**src/rtl/regfile_writeback_if.sv**
```systemverilog
// Request, write-port and forwarding signals of the register-file write-back queue.
// The write-back block uses the slave view; the producer/decode side uses master.
interface regfile_writeback_if #(
    parameter int CW = 3
);
    logic          alu_valid;
    logic [4:0]    alu_rd;
    logic [31:0]   alu_data;
    logic          alu_ready;
    logic          mem_valid;
    logic [4:0]    mem_rd;
    logic [31:0]   mem_data;
    logic          mem_ready;
    logic          wb_we;
    logic [4:0]    wb_sel;
    logic [31:0]   wb_data;
    logic [4:0]    q_rs1;
    logic [4:0]    q_rs2;
    logic          fwd1_hit;
    logic [31:0]   fwd1_data;
    logic          fwd2_hit;
    logic [31:0]   fwd2_data;
    logic [CW-1:0] count;

    modport master (
        output alu_valid, alu_rd, alu_data, mem_valid, mem_rd, mem_data, q_rs1, q_rs2,
        input  alu_ready, mem_ready, wb_we, wb_sel, wb_data,
               fwd1_hit, fwd1_data, fwd2_hit, fwd2_data, count
    );

    modport slave (
        input  alu_valid, alu_rd, alu_data, mem_valid, mem_rd, mem_data, q_rs1, q_rs2,
        output alu_ready, mem_ready, wb_we, wb_sel, wb_data,
               fwd1_hit, fwd1_data, fwd2_hit, fwd2_data, count
    );
endinterface

```
**src/rtl/regfile_writeback.sv**
```systemverilog
// Write-back queue: merges ALU and load register writes into one register-file
// write port through a small circular buffer, with forwarding of pending values.
module regfile_writeback #(
    parameter int DEPTH = 4,
    parameter int CW    = 3
) (
    input logic               clk,
    input logic               rst,
    regfile_writeback_if.slave bus
);
    localparam int PW = (DEPTH > 1) ? $clog2(DEPTH) : 1;

    typedef logic [PW-1:0] ptr_t;

    typedef struct packed {
        logic        hit;
        logic [31:0] data;
    } fwd_t;

    logic [4:0]    rd_mem   [DEPTH];
    logic [31:0]   data_mem [DEPTH];
    ptr_t          head;
    ptr_t          tail;
    logic [CW-1:0] count;
    logic          wb_we;
    logic [4:0]    wb_sel;
    logic [31:0]   wb_data;

    logic [CW:0]   free;
    logic          mem_ready;
    logic          alu_ready;
    logic          mem_push;
    logic          alu_push;
    logic          pop;
    logic [1:0]    n_push;
    fwd_t          fwd1;
    fwd_t          fwd2;

    // Credit comes only from registered occupancy; a same-edge pop frees nothing.
    assign free      = (CW+1)'(DEPTH) - {1'b0, count};
    assign mem_ready = !rst && (free >= (CW+1)'(1));
    assign alu_ready = !rst && ((free >= (CW+1)'(2)) ||
                                ((free >= (CW+1)'(1)) && !bus.mem_valid));

    // Writes to $zero complete the handshake but are dropped here.
    assign mem_push = bus.mem_valid && mem_ready && (bus.mem_rd != 5'd0);
    assign alu_push = bus.alu_valid && alu_ready && (bus.alu_rd != 5'd0);
    assign n_push   = {1'b0, mem_push} + {1'b0, alu_push};
    assign pop      = (count != '0);

    // NOTE: queue storage carries no reset; only pointers and count define validity.
    always_ff @(posedge clk) begin
        if (mem_push) begin
            rd_mem[tail]   <= bus.mem_rd;
            data_mem[tail] <= bus.mem_data;
        end
        if (alu_push) begin
            rd_mem[tail + ptr_t'(mem_push)]   <= bus.alu_rd;
            data_mem[tail + ptr_t'(mem_push)] <= bus.alu_data;
        end
    end

    // NOTE: sequential state uses non-blocking assignments so every register
    // samples pre-edge values regardless of statement order.
    always_ff @(posedge clk) begin
        if (rst) begin
            head    <= '0;
            tail    <= '0;
            count   <= '0;
            wb_we   <= 1'b0;
            wb_sel  <= '0;
            wb_data <= '0;
        end else begin
            if (pop) begin
                wb_we   <= 1'b1;
                wb_sel  <= rd_mem[head];
                wb_data <= data_mem[head];
                head    <= head + ptr_t'(1);
            end else begin
                wb_we   <= 1'b0;
            end
            tail  <= tail + ptr_t'(n_push);
            count <= count + CW'(n_push) - CW'(pop);
        end
    end

    // Oldest first: the presented wb entry, then head..tail, so later hits win.
    function automatic fwd_t lookup(input logic [4:0] sel);
        fwd_t r;
        ptr_t idx;
        r = '0;
        if (wb_we && (wb_sel == sel)) begin
            r.hit  = 1'b1;
            r.data = wb_data;
        end
        for (int i = 0; i < DEPTH; i++) begin
            idx = head + ptr_t'(i);
            if ((CW'(i) < count) && (rd_mem[idx] == sel)) begin
                r.hit  = 1'b1;
                r.data = data_mem[idx];
            end
        end
        if (sel == 5'd0) begin
            r = '0;
        end
        return r;
    endfunction

    // NOTE: every always_comb output is assigned on all paths to avoid latches.
    always_comb begin
        fwd1 = lookup(bus.q_rs1);
        fwd2 = lookup(bus.q_rs2);
    end

    assign bus.alu_ready = alu_ready;
    assign bus.mem_ready = mem_ready;
    assign bus.wb_we     = wb_we;
    assign bus.wb_sel    = wb_sel;
    assign bus.wb_data   = wb_data;
    assign bus.fwd1_hit  = fwd1.hit;
    assign bus.fwd1_data = fwd1.data;
    assign bus.fwd2_hit  = fwd2.hit;
    assign bus.fwd2_data = fwd2.data;
    assign bus.count     = count;
endmodule

```
**src/flat_wrapper.sv**
```systemverilog
// flat-port wrapper written by rule: the top's interface ports become plain ports
module regfile_writeback_flat 
#(
    parameter int DEPTH = 4,
    parameter int CW    = 3
)
  (clk, rst, bus_alu_valid, bus_alu_rd, bus_alu_data, bus_mem_valid, bus_mem_rd, bus_mem_data, bus_q_rs1, bus_q_rs2, bus_alu_ready, bus_mem_ready, bus_wb_we, bus_wb_sel, bus_wb_data, bus_fwd1_hit, bus_fwd1_data, bus_fwd2_hit, bus_fwd2_data, bus_count);
  regfile_writeback_if #(.CW(CW)) bus_i ();
  input logic clk;
  input logic rst;
  input wire logic [$bits(bus_i.alu_valid)-1:0] bus_alu_valid;
  input wire logic [$bits(bus_i.alu_rd)-1:0] bus_alu_rd;
  input wire logic [$bits(bus_i.alu_data)-1:0] bus_alu_data;
  input wire logic [$bits(bus_i.mem_valid)-1:0] bus_mem_valid;
  input wire logic [$bits(bus_i.mem_rd)-1:0] bus_mem_rd;
  input wire logic [$bits(bus_i.mem_data)-1:0] bus_mem_data;
  input wire logic [$bits(bus_i.q_rs1)-1:0] bus_q_rs1;
  input wire logic [$bits(bus_i.q_rs2)-1:0] bus_q_rs2;
  output wire logic [$bits(bus_i.alu_ready)-1:0] bus_alu_ready;
  output wire logic [$bits(bus_i.mem_ready)-1:0] bus_mem_ready;
  output wire logic [$bits(bus_i.wb_we)-1:0] bus_wb_we;
  output wire logic [$bits(bus_i.wb_sel)-1:0] bus_wb_sel;
  output wire logic [$bits(bus_i.wb_data)-1:0] bus_wb_data;
  output wire logic [$bits(bus_i.fwd1_hit)-1:0] bus_fwd1_hit;
  output wire logic [$bits(bus_i.fwd1_data)-1:0] bus_fwd1_data;
  output wire logic [$bits(bus_i.fwd2_hit)-1:0] bus_fwd2_hit;
  output wire logic [$bits(bus_i.fwd2_data)-1:0] bus_fwd2_data;
  output wire logic [$bits(bus_i.count)-1:0] bus_count;
  assign bus_i.alu_valid = bus_alu_valid;
  assign bus_i.alu_rd = bus_alu_rd;
  assign bus_i.alu_data = bus_alu_data;
  assign bus_i.mem_valid = bus_mem_valid;
  assign bus_i.mem_rd = bus_mem_rd;
  assign bus_i.mem_data = bus_mem_data;
  assign bus_i.q_rs1 = bus_q_rs1;
  assign bus_i.q_rs2 = bus_q_rs2;
  assign bus_alu_ready = bus_i.alu_ready;
  assign bus_mem_ready = bus_i.mem_ready;
  assign bus_wb_we = bus_i.wb_we;
  assign bus_wb_sel = bus_i.wb_sel;
  assign bus_wb_data = bus_i.wb_data;
  assign bus_fwd1_hit = bus_i.fwd1_hit;
  assign bus_fwd1_data = bus_i.fwd1_data;
  assign bus_fwd2_hit = bus_i.fwd2_hit;
  assign bus_fwd2_data = bus_i.fwd2_data;
  assign bus_count = bus_i.count;
  regfile_writeback #(.DEPTH(DEPTH), .CW(CW)) u_core (.clk(clk), .rst(rst), .bus(bus_i));
endmodule
```
**config.mk**
```make
export PLATFORM = sky130hd
export DESIGN_NAME = regfile_writeback_flat
export DESIGN_NICKNAME = d
export VERILOG_FILES = /design/src/rtl/regfile_writeback_if.sv /design/src/rtl/regfile_writeback.sv /design/src/flat_wrapper.sv
export SDC_FILE = /design/constraint.sdc
export NUM_CORES = 1
export LEC_CHECK = 0
export CORE_ASPECT_RATIO = 2
export CORE_MARGIN = 10
export CORE_UTILIZATION = 50
export DETAILED_ROUTE_END_ITERATION = 16
export PLACE_DENSITY = 0.73
export SLEW_MARGIN = 0
export SYNTH_ARGS = -nofsm -noshare
export SYNTH_HDL_FRONTEND = slang
export SYNTH_SLANG_ARGS = --single-unit
```
**constraint.sdc**
```tcl
create_clock -name clk -period 8 [get_ports clk]
set_input_delay 1.6 -clock clk [delete_from_list [all_inputs] [get_ports clk]]
set_output_delay 1.6 -clock clk [all_outputs]
set_load 0.01 [all_outputs]
```
Word-level counts from Yosys, hierarchy flattened. Memories as Yosys holds them, arrays and structs flattened. A register that Yosys moved wholly into a read port is not among the register bits. Cells that the tools add are included.

Flip-flop bits (word level): 45. Memory bits (writable): 148. Bits of input ports: 88. Output and inout port bits: 109. Logic and storage cells: 79. Memories kept: 2.

Memories: u_core.data_mem (depth 4, bits a word 32, read ports 4, clocked after Yosys merged registers in 1, wr ports 2, RTL line regfile_writeback.sv:21) `logic [31:0] data_mem [DEPTH];`; u_core.rd_mem (depth 4, bits a word 5, read ports 4, clocked after Yosys merged registers in 1, wr ports 2, RTL line regfile_writeback.sv:20) `logic [4:0] rd_mem [DEPTH];`.

Add/subtract/negate cells: 9. Order comparisons: 6. Equality and inequality tests: 10. Muxes and demuxes: 21. Reduce and logical (&&, ||, !) cells: 25.

Operator list (number): 33-bit two-way mux (12); 5-bit == test (10); 1-bit logical AND (17); 5-bit logical NOT (2); 5-bit nonzero test (2); 2-bit two-way mux (4); 1-bit by 3-bit less-than comparator with 1-bit output (first input constant) (2); 2-bit by 3-bit less-than comparator with 1-bit output (first input constant) (2); 1-bit two-way mux (5); 2-bit adder (second input constant) (2); 4-bit by 1-bit greater-or-equal comparator with 1-bit output (second input constant) (1); 4-bit by 2-bit greater-or-equal comparator with 1-bit output (second input constant) (1); 3-bit by 3-bit subtractor with 4-bit output (first input constant) (1); 3-bit by 2-bit adder with 3-bit output (1); 3-bit nonzero test (1); 3-bit by 1-bit subtractor with 3-bit output (1); 1-bit by 1-bit adder with 2-bit output (1); 2-bit by 1-bit adder with 2-bit output (1); 2-bit by 1-bit adder with 2-bit output (second input constant) (1); 2-bit adder (1); 1-bit logical NOT (2); 1-bit logical OR (1).

Depth between registers and ports, before layout. Gate-level depths: netlist (run 1).

Depth in word-level cells: 10. Mapped depth: 14. Gate-level depth less buffers: 14.

Worst setup path after synthesis (run 1). No wires, ideal clock.

Kind: input to register. Start: input rst. End: memory u_core.data_mem[1][0], enable pin. Setup time: 0.483 ns. Data arrival time: 4.867 ns. Required time: 7.517 ns. Setup slack: 2.651 ns. Cell stages on the path: 4. Buffers on the path: 0. Cell sequence: a31oi_1 > o311a_1 > nand2_1 > o21ai_0.

RTL lines: start: declaration (RTL line flat_wrapper.sv:10) `input logic rst;`; end: declaration (RTL line regfile_writeback.sv:21).

Worst setup path in the final report (run 1).
Start: input bus_q_rs1[2]. End: output bus_fwd1_data[30].

Longest elaborated chain between the ends: 8. Elaborated cells on any way between the ends: 17. Classes of those cells: eq/ne (5); mux (6); reduce/logical (6).

RTL lines: start: declaration (RTL line flat_wrapper.sv:17) `input wire logic [$bits(bus_i.q_rs1)-1:0] bus_q_rs1;`; 5-bit == test (RTL line regfile_writeback.sv:92) `if (wb_we && (wb_sel == sel)) begin`; 1-bit logical AND (RTL line regfile_writeback.sv:92); 33-bit two-way mux (RTL line regfile_writeback.sv:92); 33-bit two-way mux (4 in series) (RTL line regfile_writeback.sv:98) `if ((CW'(i) < count) && (rd_mem[idx] == sel)) begin`; 33-bit two-way mux * (RTL line regfile_writeback.sv:103) `if (sel == 5'd0) begin`; end: declaration (RTL line flat_wrapper.sv:25) `output wire logic [$bits(bus_i.fwd1_data)-1:0] bus_fwd1_data;`.

Mark *: on every way between the ends. The rest lies on a longest branch, timed or not.

==> impl_metrics.py, run 1 <==
metrics = {
    "clock_tree": {
        "post_cts_resized": 0,
        "cts_made_buffers": 17,
        "cts-htree-levels": 4,
        "cts_tree": "built",
        "clkSlewWorstSetupHoldPaths_ns": 0.07,
        "cts-hold-fix-buffers": 0,
        "clock_sinks": 195,
        "post_cts_buffers": 0,
        "ctsRootBufferMaster": "clkbuf_16",
        "cts_buffer_depth": 2,
        "clkLatencyLatePin_ns": 0.47,
    },
    "critical_path": {
        "r2r-start": "u_core.bus.count[1]$_SDFF_PP0_",
        "cp-start-kind": "primary input",
        "arrival_ns": 5.19,
        "worstSetupEndpoint": "bus_fwd1_data[30]",
        "critPathKind": "primary input to output port",
        "required_ns": 6.40,
        "endpoint_kind": "output port",
        "crit_fanout": 16,
        "reg2reg_to": "u_core.data_mem[2][18]$_DFFE_PP_",
        "reg2reg_slack_ns": 3.70,
        "crit_start": "bus_q_rs1[2]",
        "rr_worst_depth": 12,
    },
    "power": {
        "pwr_density_cell_mw_per_mm2": 339,
        "combPwrFrac": 0.565,
        "seqPwrFrac": 0.295,
        "p_clk_frac": 0.139,
        "p_leak_nw": 5.96,
        "power_mw": 6.08,
        "ir_drop_uv": 190,
        "intPower_mw": 3.42,
        "p_sw_mw": 2.65,
        "switching_share": 0.436,
    },
    "finish": {
        "area_growth_pct": 17.7,
        "drive_above_1_share": 0.263,
        "mostFrequentLayoutCells": "195 x clkdlybuf4s50_1, 177 x mux2_2, 148 x edfxtp_1",
        "fin_area_sq_mm": 0.0179,
        "final_common_cell": "clkdlybuf4s50_1",
        "nets": 1551,
        "fill_cells": 2424,
        "layout.cells.non_filler": 1840,
    },
    "place": {
        "dp_hpwl_um": 34600,
        "gp_congestion": 0.931,
        "portBuffers": 196,
        "dpl-instance-area_sq_mm": 0.0174,
        "dp_cells": 1801,
    },
    "floorplan": {
        "core_sq_mm": 0.0301,
        "ios": 197,
        "initial_core_util": 0.506,
        "die_h_um": 267,
        "die_area_sq_mm": 0.0383,
        "rows": 90,
        "die_w_um": 143,
    },
    "synth": {
        "yosysSeqAreaShare": 0.354,
        "synth_warnings": 0,
        "synth_nets": 1440,
        "synth_area_sq_mm": 0.0152,
        "async_reset_ff_frac": 0,
        "avgSynthCellArea_sq_um": 11.4,
        "synth-edff-count": 148,
        "synth.distinct_cells": 54,
        "ys_ff_latch": 195,
        "synthFlopType": "edfxtp_1",
        "syn_inst": 1341,
    },
    "global_route": {
        "grt_pass1_vias": 13300,
        "grt_max_degree": 87,
        "antenna_found_initial": 10,
        "grtUsageTotal": 0.266,
        "grt-ovfl-total": 0,
        "grt_first_pass_wirelength_um": 77400,
    },
    "sta": {
        "slew_violations": 0,
        "max_slew_margin": 0.243,
        "hold_violations": 0,
        "worst_pin_slew_ns": 1.13,
        "setup_viol": 0,
        "final.setup_skew_ns": 0.00894,
        "layout_min_cycle_time_ns": 6.79,
        "fmax_mhz": 147,
        "fin_tns_setup_ns": 0,
        "rsz0062_at_grt": "false",
        "period_share": 0.849,
        "fin_hold_ws_ns": 0.516,
    },
    "routing": {
        "vias": 12900,
        "via_per_inst": 7.00,
        "firstDrtPassIters": 6,
        "drc": 0,
        "wl_per_cell_um": 28.2,
        "antenna_left": 0,
        "drtIter0Drc": 1264,
        "wirelength_um": 52000,
    },
    "flow_run": {
        "drv_cap": 0,
    },
    "status": {
        "status": "finished, final reports clean",
    },
    "min_path": {
        "hold_path_startpoint": "u_core.bus.wb_data[5]$_SDFFE_PP0N_",
        "min_path_type": "flip-flop to flip-flop",
    },
}
sequential cells by signal (all words and copies together), names as in the netlist, named ones only:
register,cells
u_core.bus.count,3
u_core.tail,2
u_core.head,2
u_core.data_mem,128
u_core.bus.wb_we,1
u_core.bus.wb_sel,5
u_core.rd_mem,20
u_core.bus.wb_data,32
power by group through the flow:
stage / Clock, mW / Sequential (mW) / Combinational, mW
floorplan: 0 / 1.66 / 2.38
global placement: 0 / 1.79 / 3.34
detailed placement: 0 / 1.81 / 3.39
CTS: 0.849 / 1.79 / 3.41
global route: 0.886 / 1.84 / 3.66
finish: 0.846 / 1.79 / 3.43
metal layers:
layer  share of wire  GRT usage
met1            0.33      0.263
met5         0.00090          0
met3           0.074     0.0513
met4           0.078      0.208
met2            0.52      0.472
kinds of logic (layout without fill, tap and decap cells):
logic type                 count (synthesis)  in the layout  synth area share
AOI/OAI and AO/OA                        335            335             0.185
xor gates and xnor gates                  58             58            0.0334
adders and majority gates                 11             11           0.00953
buffers and inverters                    150            274            0.0496
DFF                                      195            195             0.354
muxes                                    358            358             0.301
other                                      0              7                 0
and+or+nand+nor                          234            234            0.0680
worst min path at each step:
| stage | to | cells past startpoint |
|---|---|---|
| final | u_core.bus.wb_data[5]$_SDFFE_PP0N_ | 2 |
| after global routing | u_core.bus.wb_data[6]$_SDFFE_PP0N_ | 2 |
| after CTS | u_core.bus.wb_data[0]$_SDFFE_PP0N_ | 2 |
| after detailed placement | u_core.bus.wb_data[0]$_SDFFE_PP0N_ | 2 |
| after global placement | u_core.bus.wb_data[30]$_SDFFE_PP0N_ | 2 |
| after floorplan | u_core.bus.wb_data[31]$_SDFFE_PP0N_ | 2 |
cells in the mapped netlist (5+ instances only):
cell type / n / area share
a21oi_1: 72 / 0.024
a221oi_1: 34 / 0.020
a221oi_2: 29 / 0.029
a32oi_1: 63 / 0.036
and2_1: 8 / 0.0033
buf_1: 12 / 0.0030
buf_2: 40 / 0.013
buf_4: 9 / 0.0044
buf_6: 5 / 0.0037
clkbuf_1: 66 / 0.016
dfxtp_1: 47 / 0.062
edfxtp_1: 148 / 0.29
ha_1: 10 / 0.0082
inv_1: 12 / 0.0030
mux2_2: 177 / 0.13
mux2i_1: 120 / 0.079
mux4_1: 5 / 0.0086
mux4_2: 56 / 0.083
nand2_1: 109 / 0.027
nand3_1: 7 / 0.0023
nand4_1: 5 / 0.0021
nor2_1: 71 / 0.018
nor2b_1: 8 / 0.0033
nor3_1: 6 / 0.0020
o211a_1: 28 / 0.018
o21ai_0: 33 / 0.011
o31ai_1: 34 / 0.017
o31ai_2: 29 / 0.024
xnor2_1: 31 / 0.018
xor2_1: 27 / 0.016
critical path, stage by stage:
cell	delay [ns]
clkdlybuf4s50_1	0.60
xor2_1	0.23
nor4_1	0.46
nand2_1	0.17
a21oi_4	0.59
buf_4	0.35
a221oi_1	0.10
o31ai_1	0.42
clkdlybuf4s50_1	0.64
stage by stage:
stage / worst slack, ns / utilization
2_1_floorplan: 2.65 / -
3_3_place_gp: 1.32 / 0.577
4_1_cts: 1.30 / 0.596
5_1_grt: 1.18 / 0.596
3_5_place_dp: 1.33 / 0.577
6_report: 1.21 / 0.596
layout make-up:
| cell class | count | area, sq um | area share |
|---|---|---|---|
| multi-input combinational | 996 | 9220 | 0.514 |
| tap | 368 | 460 | 0.0257 |
| clock buffer | 23 | 478 | 0.0267 |
| sequential | 195 | 5400 | 0.301 |
| timing repair buffer | 230 | 2220 | 0.124 |
| antenna | 7 | 17.5 | 0.000977 |
| inverter | 12 | 45.0 | 0.00251 |
| clock inverter | 9 | 80.1 | 0.00447 |
No activity file was read; power rests on OpenSTA's default activity.
==> inputs of run 2 (changes only) <==
--- a/config.mk
+++ b/config.mk
@@ -9,7 +9,7 @@
 export CORE_MARGIN = 10
 export CORE_UTILIZATION = 50
 export DETAILED_ROUTE_END_ITERATION = 16
-export PLACE_DENSITY = 0.73
+export PLACE_DENSITY = 0.76
 export SLEW_MARGIN = 0
 export SYNTH_ARGS = -nofsm -noshare
 export SYNTH_HDL_FRONTEND = slang
==> constraint.sdc (replaced) <==
create_clock -name clk -period 6 [get_ports clk]
set_input_delay 1.2 -clock clk [delete_from_list [all_inputs] [get_ports clk]]
set_output_delay 1.2 -clock clk [all_outputs]
set_load 0.01 [all_outputs]
==> run 2 against run 1 <==
Largest power group unchanged; first-iteration DRC count rose by 20%; sequential share of layout area is 0.23 points lower; clock power increased by 32%; utilization up 0.45 points; largest cell class unchanged; global-route usage fell by 0.15 points; die area unchanged; flip-flop and latch count is the same; via count grew 0.55%; register-to-register slack lost 1.4 ns; setup slack got worse by 0.80 ns; non-clock buffer count increased by 9; sequential power increased by 32%.
==> impl_metrics.py, run 2 (synthesis gave the netlist of run 1 again) <==
metrics = {
    "status": {
        "status": "finished, final reports clean",
    },
    "global_route": {
        "grt_first_pass_wirelength_um": 77100,
        "grt_pass1_vias": 13500,
        "antenna_found_initial": 7,
        "grt_max_degree": 108,
        "grt-ovfl-total": 0,
        "grtUsageTotal": 0.265,
    },
    "critical_path": {
        "crit_start": "u_core.head[0]$_SDFFE_PP0N_",
        "cp-start-kind": "flip-flop",
        "cp.buffers_inverters": 2,
        "arrival_ns": 4.38,
        "crit_family": "buffers and inverters",
        "crit_cells": 8,
        "r2r-start": "u_core.bus.count[1]$_SDFF_PP0_",
        "crit_fanout": 55,
        "cpPeakStageDelay_ns": 0.79,
        "worstSetupEndpoint": "bus_fwd2_data[12]",
        "reg2reg_to": "u_core.data_mem[2][31]$_DFFE_PP_",
        "required_ns": 4.80,
        "crit_chain": "mux4_1, xnor2_1, nand4_1, or3_1, nand3_2, buf_4, o31ai_2, clkdlybuf4s50_1",
        "endpoint_kind": "output port",
        "critPathKind": "flip-flop to output port",
        "critPathSlowestCell": "dfxtp_4",
        "rr_worst_depth": 11,
        "reg2reg_slack_ns": 2.28,
    },
    "power": {
        "p_clk_frac": 0.138,
        "p_sw_mw": 3.55,
        "seqPwrFrac": 0.293,
        "switching_share": 0.437,
        "pwr_density_cell_mw_per_mm2": 449,
        "p_leak_nw": 6.00,
        "ir_drop_uv": 247,
        "combPwrFrac": 0.570,
        "power_mw": 8.11,
        "intPower_mw": 4.57,
    },
    "routing": {
        "antenna_left": 0,
        "firstDrtPassIters": 5,
        "drtIter0Drc": 1517,
        "vias": 12900,
        "wl_per_cell_um": 28.0,
        "via_per_inst": 7.00,
        "wirelength_um": 51700,
        "drc": 0,
    },
    "clock_tree": {
        "clock_sinks": 195,
        "cts_tree": "built",
        "cts_made_buffers": 17,
        "clkLatencyLatePin_ns": 0.46,
        "cts-htree-levels": 4,
        "post_cts_resized": 0,
        "cts_buffer_depth": 2,
        "ctsRootBufferMaster": "clkbuf_16",
        "cts-hold-fix-buffers": 0,
        "post_cts_buffers": 0,
        "clkSlewWorstSetupHoldPaths_ns": 0.08,
    },
    "finish": {
        "final_common_cell": "clkdlybuf4s50_1",
        "layout.cells.non_filler": 1848,
        "largest_register": "u_core.data_mem",
        "fin_util": 0.601,
        "mostFrequentLayoutCells": "195 x clkdlybuf4s50_1, 177 x mux2_2, 148 x edfxtp_1",
        "nets": 1560,
        "largest_reg_flops": 128,
        "reg_top3": "u_core.data_mem x128, u_core.bus.wb_data x32, u_core.rd_mem x20",
        "drive_above_1_share": 0.267,
        "area_growth_pct": 18.6,
    },
    "floorplan": {
        "die_w_um": 143,
        "rows": 90,
        "ios": 197,
        "initial_core_util": 0.506,
        "die_area_sq_mm": 0.0383,
        "core_sq_mm": 0.0301,
        "die_h_um": 267,
    },
    "sta": {
        "rsz0062_at_grt": "false",
        "fin_hold_ws_ns": 0.502,
        "fin_tns_setup_ns": 0,
        "period_share": 0.931,
        "slew_violations": 0,
        "layout_min_cycle_time_ns": 5.58,
        "max_slew_margin": 0.260,
        "final.setup_skew_ns": 0.00871,
        "fmax_mhz": 179,
        "worst_pin_slew_ns": 1.11,
        "setup_viol": 0,
        "hold_violations": 0,
    },
    "place": {
        "dp_hpwl_um": 33900,
        "dp_cells": 1810,
        "portBuffers": 196,
        "gp_congestion": 0.966,
    },
    "min_path": {
        "min_path_type": "flip-flop to flip-flop",
        "hold_path_depth": 2,
    },
    "flow_run": {
        "drv_cap": 0,
    },
}
==> run 2: cell types whose count changed in the layout (fill, tap and decap cells not counted) <==
cell / change
inv_6: -1
clkbuf_1: -1
buf_4: +3
buf_12: +6
nand2_2: -1
clkbuf_8: -2
o21a_2: -1
clkinv_4: +3
clkinvlp_4: +3
diode_2: -1
o21a_1: +1
clkinv_2: -2
nand2_1: +1
==> run 2: per-layer routing <==
layer,global-route usage,share of wire,vias up
met5,0,0.00014,-
met1,0.274,0.34,6328
met2,0.459,0.51,811
met4,0.201,0.072,2
li1,-,-,5571
met3,0.0482,0.079,231
==> run 2: worst min path at each step <==
stage	slack, ns	startpoint	end
6_report	0.50	u_core.bus.wb_data[28]$_SDFFE_PP0N_	u_core.bus.wb_data[28]$_SDFFE_PP0N_
5_1_grt	0.53	u_core.bus.wb_data[28]$_SDFFE_PP0N_	u_core.bus.wb_data[28]$_SDFFE_PP0N_
4_1_cts	0.50	u_core.bus.wb_data[28]$_SDFFE_PP0N_	u_core.bus.wb_data[28]$_SDFFE_PP0N_
3_5_place_dp	0.49	u_core.bus.wb_data[28]$_SDFFE_PP0N_	u_core.bus.wb_data[28]$_SDFFE_PP0N_
3_3_place_gp	0.49	u_core.bus.wb_data[28]$_SDFFE_PP0N_	u_core.bus.wb_data[28]$_SDFFE_PP0N_
2_1_floorplan	0.51	u_core.bus.wb_data[31]$_SDFFE_PP0N_	u_core.bus.wb_data[31]$_SDFFE_PP0N_
==> run 2: power groups by stage <==
| stage | Sequential (mW) | Combinational, mW | Clock, mW |
|---|---|---|---|
| global placement | 2.36 | 4.49 | 0 |
| detailed placement | 2.39 | 4.56 | 0 |
| CTS | 2.36 | 4.58 | 1.13 |
| floorplan | 2.22 | 3.17 | 0 |
| global route | 2.42 | 4.92 | 1.18 |
| finish | 2.37 | 4.62 | 1.12 |
==> run 2: worst register-to-register path, stage by stage, from the launching register on <==
cell and delay (ns):
dfxtp_1 0.43, inv_1 0.15, ha_1 0.22, ha_2 0.27, a31oi_1 0.20, o311a_1 0.30
ha_1 0.19, xor2_1 0.31, inv_1 0.15, nor4_2 0.20, buf_4 0.63, mux2_2 0.44
==> run 2: per-stage QoR <==
| stage | setup WS, ns | area (sq um) |
|---|---|---|
| final | 0.416 | 18100 |
| after detailed placement | 0.536 | 17500 |
| after floorplan | 1.05 | 15200 |
| after global routing | 0.277 | 18100 |
| after CTS | 0.500 | 18000 |
| after global placement | 0.546 | 17500 |
==> run 2: layout make-up <==
type                    count  area, sq um
clock buffers              20          447
clock inverters            12          110
multi-input cells         996         9220
fillers                  2452        12000
well taps                 368          460
flip-flops and latches    195         5400
repair buffers            239         2370
inverters                  12         45.0
diodes                      6         15.0
==> inputs of run 3 (changes only) <==
--- a/config.mk
+++ b/config.mk
@@ -8,7 +8,9 @@
 export CORE_ASPECT_RATIO = 2
 export CORE_MARGIN = 10
 export CORE_UTILIZATION = 50
+export CTS_BUF_LIST = sky130_fd_sc_hd__clkbuf_4
 export DETAILED_ROUTE_END_ITERATION = 16
+export HOLD_SLACK_MARGIN = 0.05
 export PLACE_DENSITY = 0.76
 export SLEW_MARGIN = 0
 export SYNTH_ARGS = -nofsm -noshare
==> run 3 against run 2 <==
Hold slack improved by 0.015 ns; count of clock-buffer cells in the layout decreased by 1; wire length decreased by 0.11%; clock power decreased by 38%; power decreased by 5.3%; critical path type unchanged; largest power group unchanged.
==> impl_metrics.py, run 3 (synthesis gave the netlist of run 1 again) <==
metrics = {
    "status": {
        "status": "finished, final reports clean",
    },
    "routing": {
        "firstDrtPassIters": 8,
        "antenna_left": 0,
        "wirelength_um": 51700,
        "drtIter0Drc": 1483,
        "wl_per_cell_um": 27.9,
        "via_per_inst": 6.95,
        "drc": 0,
        "vias": 12900,
    },
    "global_route": {
        "grt_max_degree": 108,
        "grt_first_pass_wirelength_um": 76400,
        "grt-ovfl-total": 0,
        "antenna_found_initial": 10,
        "grt_pass1_vias": 13400,
        "grtUsageTotal": 0.262,
    },
    "clock_tree": {
        "ctsRootBufferMaster": "clkbuf_4",
        "cts-htree-levels": 4,
        "clock_sinks": 195,
        "cts-hold-fix-buffers": 0,
        "cts_buffer_depth": 2,
        "clkLatencyLatePin_ns": 0.66,
        "cts_made_buffers": 17,
        "clkSlewWorstSetupHoldPaths_ns": 0.17,
        "cts_tree": "built",
        "post_cts_buffers": 0,
        "post_cts_resized": 0,
    },
    "critical_path": {
        "required_ns": 4.80,
        "crit_fanout": 55,
        "critPathKind": "flip-flop to output port",
        "endpoint_kind": "output port",
        "critPathSlowestCell": "dfxtp_4",
        "crit_chain": "mux4_1, xnor2_1, nand4_1, or3_1, nand3_2, buf_4, o31ai_2, clkdlybuf4s50_1",
        "arrival_ns": 4.57,
        "cp-start-kind": "flip-flop",
        "cpPeakStageDelay_ns": 0.81,
    },
    "place": {
        "portBuffers": 196,
        "dp_hpwl_um": 33900,
        "gp_congestion": 0.966,
        "dp_cells": 1810,
    },
    "power": {
        "ir_drop_uv": 244,
        "pwr_density_cell_mw_per_mm2": 432,
        "power_mw": 7.68,
        "p_leak_nw": 5.87,
    },
    "finish": {
        "area_growth_pct": 16.7,
        "largest_register": "u_core.data_mem",
        "layout.cells.non_filler": 1851,
        "final_common_cell": "clkdlybuf4s50_1",
        "largest_reg_flops": 128,
        "mostFrequentLayoutCells": "195 x clkdlybuf4s50_1, 177 x mux2_2, 148 x edfxtp_1",
        "drive_above_1_share": 0.268,
        "reg_top3": "u_core.data_mem x128, u_core.bus.wb_data x32, u_core.rd_mem x20",
        "fin_util": 0.591,
        "nets": 1560,
    },
    "sta": {
        "setup_viol": 0,
        "rsz0062_at_grt": "false",
        "final.setup_skew_ns": 0.0261,
        "hold_violations": 0,
        "fmax_mhz": 173,
        "worst_pin_slew_ns": 1.11,
        "max_slew_margin": 0.259,
        "layout_min_cycle_time_ns": 5.77,
        "slew_violations": 0,
        "fin_tns_setup_ns": 0,
        "period_share": 0.962,
    },
    "floorplan": {
        "die_area_sq_mm": 0.0383,
        "die_w_um": 143,
        "core_sq_mm": 0.0301,
        "ios": 197,
        "initial_core_util": 0.506,
        "rows": 90,
        "die_h_um": 267,
    },
    "min_path": {
        "min_path_type": "flip-flop to flip-flop",
    },
    "flow_run": {
        "drv_cap": 0,
    },
}
run 3: cell count changes in the layout (fill, tap and decap cells not counted):
cell,before,now
clkbuf_16,17,0
clkbuf_4,0,19
clkinv_1,1,2
clkbuf_1,2,0
clkbuf_8,1,0
diode_2,6,9
run 3: metal layers:
layer / GRT usage / wire [um] / share of wire
met4: 0.202 / 3720 / 0.072
met5: 0 / 7 / 0.00014
met3: 0.0441 / 3980 / 0.077
met1: 0.276 / 17600 / 0.34
met2: 0.452 / 26400 / 0.51
run 3: layout make-up:
| cell class | instances | area [sq um] |
|---|---|---|
| well taps | 368 | 460 |
| clock inverters | 13 | 114 |
| multi-input cells | 996 | 9220 |
| diodes | 9 | 22.5 |
| fillers | 2501 | 12300 |
| inverters | 12 | 45.0 |
| flip-flops and latches | 195 | 5400 |
| clock buffers | 19 | 143 |
| repair buffers | 239 | 2370 |
run 3: final timing paths:
| kind | startpoint | endpoint | slack [ns] | cells after the start |
|---|---|---|---|---|
| max reg2reg | u_core.bus.count[1]$_SDFF_PP0_ | u_core.data_mem[2][18]$_DFFE_PP_ | 2.25 | 11 |
| min | u_core.bus.wb_data[28]$_SDFFE_PP0N_ | u_core.bus.wb_data[28]$_SDFFE_PP0N_ | 0.52 | 2 |
| min reg2reg | u_core.bus.wb_data[28]$_SDFFE_PP0N_ | u_core.bus.wb_data[28]$_SDFFE_PP0N_ | 0.52 | 2 |
| max | u_core.head[0]$_SDFFE_PP0N_ | bus_fwd2_data[12] | 0.23 | 8 |
run 3: power by group:
| group | leakage [nW] | internal, mW | switching [mW] |
|---|---|---|---|
| Combinational | 4.01 | 2.09 | 2.53 |
| Clock | 0.122 | 0.212 | 0.484 |
| Sequential | 1.74 | 1.89 | 0.480 |
| Total | 5.87 | 4.19 | 3.49 |
run 3: worst max-delay path: cells and delay by family (launching register included):
kind,cells,cell delay (ns)
AO/OA/AOI/OAI,1,0.39
XOR/XNOR,1,0.17
buffers and inverters,2,1.02
flip-flops,1,0.81
multiplexers,1,0.70
AND/OR/NAND/NOR,3,0.80
run 3: per-stage QoR:
| step | area (sq um) | hold WS [ns] | worst slack [ns] |
|---|---|---|---|
| after floorplan | 15200 | 0.510 | 1.05 |
| after global placement | 17500 | 0.488 | 0.546 |
| after detailed placement | 17500 | 0.493 | 0.536 |
| after CTS | 17700 | 0.514 | 0.262 |
| after global routing | 17800 | 0.544 | 0.0789 |
| final | 17800 | 0.517 | 0.225 |
